$ cat src/rtl/operand_unit_scheduler.sv
// Round-robin scheduler time-sharing one combinational operand unit between two requesters.
// Holds registered operands for SETTLE cycles, then captures the unit result with a done pulse.
module operand_unit_scheduler #(
    parameter int unsigned OP_W   = 3,
    parameter int unsigned RES_W  = 8,
    parameter int unsigned SETTLE = 1
) (
    input  logic             clk,
    input  logic             reset,
    input  logic             req0,
    input  logic [OP_W-1:0]  a0,
    input  logic [OP_W-1:0]  b0,
    input  logic             req1,
    input  logic [OP_W-1:0]  a1,
    input  logic [OP_W-1:0]  b1,
    output logic             gnt0,
    output logic             gnt1,
    output logic             done0,
    output logic             done1,
    output logic [RES_W-1:0] res_o,
    output logic [OP_W-1:0]  unit_a,
    output logic [OP_W-1:0]  unit_b,
    input  logic [RES_W-1:0] unit_res,
    output logic             busy,
    output logic [7:0]       op_cnt
);

    localparam int unsigned CNT_W = 4;

    typedef enum logic {IDLE, HOLD} state_t;

    state_t             state, state_next;
    logic               ptr, ptr_next;
    logic               owner, owner_next;
    logic [CNT_W-1:0]   cnt, cnt_next;
    logic               gnt0_next, gnt1_next, done0_next, done1_next, busy_next;
    logic [RES_W-1:0]   res_next;
    logic [OP_W-1:0]    a_next, b_next;
    logic [7:0]         op_cnt_next;
    logic               sel1;

    // State and registered outputs
    always_ff @(posedge clk) begin
        if (reset) begin
            state  <= IDLE;
            ptr    <= 1'b0;
            owner  <= 1'b0;
            cnt    <= '0;
            gnt0   <= 1'b0;
            gnt1   <= 1'b0;
            done0  <= 1'b0;
            done1  <= 1'b0;
            res_o  <= '0;
            unit_a <= '0;
            unit_b <= '0;
            busy   <= 1'b0;
            op_cnt <= '0;
        end else begin
            state  <= state_next;
            ptr    <= ptr_next;
            owner  <= owner_next;
            cnt    <= cnt_next;
            gnt0   <= gnt0_next;
            gnt1   <= gnt1_next;
            done0  <= done0_next;
            done1  <= done1_next;
            res_o  <= res_next;
            unit_a <= a_next;
            unit_b <= b_next;
            busy   <= busy_next;
            op_cnt <= op_cnt_next;
        end
    end

    // Next-state and next-output logic
    always_comb begin
        state_next  = state;
        ptr_next    = ptr;
        owner_next  = owner;
        cnt_next    = cnt;
        gnt0_next   = 1'b0;
        gnt1_next   = 1'b0;
        done0_next  = 1'b0;
        done1_next  = 1'b0;
        res_next    = res_o;
        a_next      = unit_a;
        b_next      = unit_b;
        op_cnt_next = op_cnt;
        sel1        = 1'b0;

        case (state)
            IDLE: begin
                if (req0 || req1) begin
                    // ptr high means requester 0 was granted last
                    sel1       = req1 && (!req0 || ptr);
                    owner_next = sel1;
                    ptr_next   = !sel1;
                    a_next     = sel1 ? a1 : a0;
                    b_next     = sel1 ? b1 : b0;
                    gnt0_next  = !sel1;
                    gnt1_next  = sel1;
                    cnt_next   = CNT_W'(SETTLE - 1);
                    state_next = HOLD;
                end
            end
            HOLD: begin
                if (cnt != '0) begin
                    cnt_next = cnt - CNT_W'(1);
                end else begin
                    res_next    = unit_res;
                    done0_next  = !owner;
                    done1_next  = owner;
                    op_cnt_next = op_cnt + 8'd1;
                    state_next  = IDLE;
                end
            end
            default: state_next = IDLE;
        endcase

        busy_next = (state_next == HOLD);
    end

endmodule

$ cat config.mk
export PLATFORM = sky130hd
export DESIGN_NAME = operand_unit_scheduler
export DESIGN_NICKNAME = d
export VERILOG_FILES = /design/src/rtl/operand_unit_scheduler.sv
export SDC_FILE = /design/constraint.sdc
export NUM_CORES = 1
export LEC_CHECK = 0
export ABC_AREA = 0
export BUFFER_PORTS_ARGS = -buffer_cell sky130_fd_sc_hd__buf_2
export CORE_UTILIZATION = 47
export CTS_CLUSTER_SIZE = 30
export DETAILED_ROUTE_END_ITERATION = 6
export PLACE_DENSITY = 0.79
export SKIP_LAST_GASP = 1
export SLEW_MARGIN = 10
export SYNTH_ARGS = -nofsm -noshare
export SYNTH_HDL_FRONTEND = slang
export SYNTH_SLANG_ARGS = --single-unit
$ cat constraint.sdc
create_clock -name clk -period 1.7 [get_ports clk]
set_input_delay 0.34 -clock clk [delete_from_list [all_inputs] [get_ports clk]]
set_output_delay 0.34 -clock clk [all_outputs]
set_load 0.01 [all_outputs]
==> impl_results.md <==
- Outcome: finished, final reports clean
- Clock Tree Root: clkbuf_4
- TritonCTS clock tree: built
- Average size of a mapped cell: 9.34 um2
- Final min period: 1.61 ns
- # clock sinks: 33
- Netlist Area Pre-Place: 0.00135 mm2
- Die height: 55.5 um
- Post-synth top area share: 49.1%
- First-pass iteration count of the detailed router: 4
- Post-route DRC violation count: 0
- Pwr dens: 866 mW/mm2
- Max-Cap Viols: 0
- Layout Utilization: 62.1%
- Post-synth top cells: 33 x dfxtp_1, 22 x nand2_1, 17 x a21oi_1
- Final Hold Viols: 0
- Clk Latency, worst-skew pair: 0.32 ns
- Crit path capture type: flip-flop
- Die area: 0.00308 mm2
- Starting density of the core: 49.2%
- Vias per cell: 5.48
- Synth Net Count: 170
- Final setup viols: 0
- EDFF count, synth: 0
- Cell area after layout: 0.00170 mm2
- Required @ worst endpoint: 1.95 ns
- Starting DRT DRC Count: 46
- Worst-path maximum fanout: 8
- Synth area leaders: dfxtp_1 49%, a21oi_1 6.3%, nand2_1 6.1%
- R2r startpoint: cnt[0]$_SDFFE_PP0P_
- Yosys warns: 0
- Kind of critical path: flip-flop to flip-flop
- Unrepaired setup endpoints after global routing: false
- Final WL: 2.88 mm
- Synth async-reset ratio: 0%
- Critical path startpoint category: flip-flop
- Fmax: 0.623 GHz
- Port Buffer Count: 50
- Power, Total: 1470 uW
- Final #Nets: 225
- Antenna violations before repair: 0
- Antenna Cells: 0
- Largest net degree at the start of global routing: 22
- # rows: 19
- Tot GR Track Use: 20.4%
- CTS Buffer Depth: 2
- Wirelength per Cell: 12.5 um
- Yosys top cell by area: dfxtp_1
- First-pass GRT wire length: 4.92 mm
- Mapped Cells: 144
- Critical path arrival: 1.86 ns
- DR vias: 1261
- Sequential share of the synthesized area: 49.1%
- Post-DP HPWL: 2.14 mm
- Htree depth: 2
- Most used DFF post-synth: dfxtp_1
- CP startpoint: cnt[0]$_SDFFE_PP0P_
- Die width: 55.5 um
- Final non-filler cell total: 230
- Clk_skew: 0.00378 ns
- Placed Cells: 220
- Leakage: 0.000768 uW
- Worst hold path class: input pin to flip-flop
- Layout cells sized above 1: 33.7%
- Hold_sp: a1[1]
- Slew Limit Fails: 0
- TritonCTS buffer count: 5
- Layout area overhead: 26.2%
- GRT overflow: 0
- Vias in the first global route: 1175
- Count leader, synth: dfxtp_1
- CORE AREA: 0.00273 mm2
- DP Area: 0.00162 mm2
- IO Count: 51
- Yosys reg bits: 33
- Fin crit share: 94.4%
- Post-DRT Antenna Nets: 0
- Synth cell types: 38
- Worst-Margin Slew: 0.649 ns
- Worst-path clk slew: 0.09 ns
- Max_slew headroom: 56.4%
- Maximum vdd drop: 0.644 mV
- Placer Congestion: 0.754
- Total negative slack: 0 ns
## metal layers
metal	GRT usage [%]	part of all wire, %	vias up
met5	0	0	-
met4	7.50	1.5	0
met3	7.96	5.9	6
met2	33.9	48	35
met1	23.6	44	585
li1	-	-	635
## power breakdown
| group | switching (uW) | total (uW) | internal (uW) |
|---|---|---|---|
| logic | 104 | 201 | 97.5 |
| clock network | 232 | 427 | 195 |
| registers | 29.0 | 842 | 813 |
## stage by stage
step	worst slack (ns)	hold slack, ns
detailed placement	0.0337	0.449
CTS	0.0469	0.231
floorplan	0.263	0.417
finish	0.0948	0.243
global placement	0.131	0.439
global route	0.0299	0.226
## layout make-up
class / instances / area, um2
inverters: 5 / 18.8
fillers: 235 / 1040
well taps: 31 / 38.8
clock buffers: 7 / 55.1
multi-input cells: 98 / 629
flip-flops and latches: 33 / 661
repair buffers: 56 / 295
## critical path, cell delays in order, from the launching register on
cell       delay, ns
dfxtp_1         0.35
inv_1           0.07
ha_2            0.24
nand4bb_4       0.18
or4_1           0.54
a21oi_1         0.15
## cell families after synthesis
family	count (synthesis)	synth area share, %
and+or+nand+nor	55	23.2
AOI/OAI and AO/OA	40	20.9
DFF	33	49.1
buffers and inverters	13	4.28
adders and majority gates	2	1.86
xor gates and xnor gates	1	0.651
## path summary, 6_finish.rpt
check                            to  slack [ns]  cells past startpoint
max          op_cnt[5]$_SDFFE_PP0P_        0.09                      5
min          unit_a[1]$_SDFFE_PP0P_        0.24                      2
max reg2reg  op_cnt[5]$_SDFFE_PP0P_        0.09                      5
min reg2reg        done0$_SDFF_PP0_        0.45                      1
## layout by cell type, fill, tap and decap left out, types with 2 or more instances in the layout
master / Yosys / final
inv_1: 5 / 5
a32o_1: 2 / 2
and3_1: 7 / 7
o21ai_0: 3 / 3
clkbuf_4: 0 / 5
nor4_1: 2 / 2
or4_1: 2 / 2
a221o_1: 5 / 5
nor2_1: 2 / 2
o31ai_1: 3 / 3
buf_4: 1 / 6
nand3_1: 6 / 6
or3_1: 4 / 4
nand2_1: 22 / 22
a21o_1: 2 / 2
buf_2: 4 / 50
dfxtp_1: 33 / 33
a21oi_1: 17 / 17
## repair_timing
item,in CTS,in global routing
resized for setup,1,0
pin swaps,0,0
hold endpoints to repair,0,0
setup endpoints to repair,1,2
buffers inserted,0,3
hold buffers,0,0
## sequential cells by signal (all words and copies together) (netlist names)
signal / flops
op_cnt: 8
res_o: 8
cnt: 4
unit_a: 3
unit_b: 3
done0: 1
done1: 1
gnt0: 1
gnt1: 1
owner: 1
ptr: 1
state: 1
Note: power is estimated with default switching activity, not from simulation.
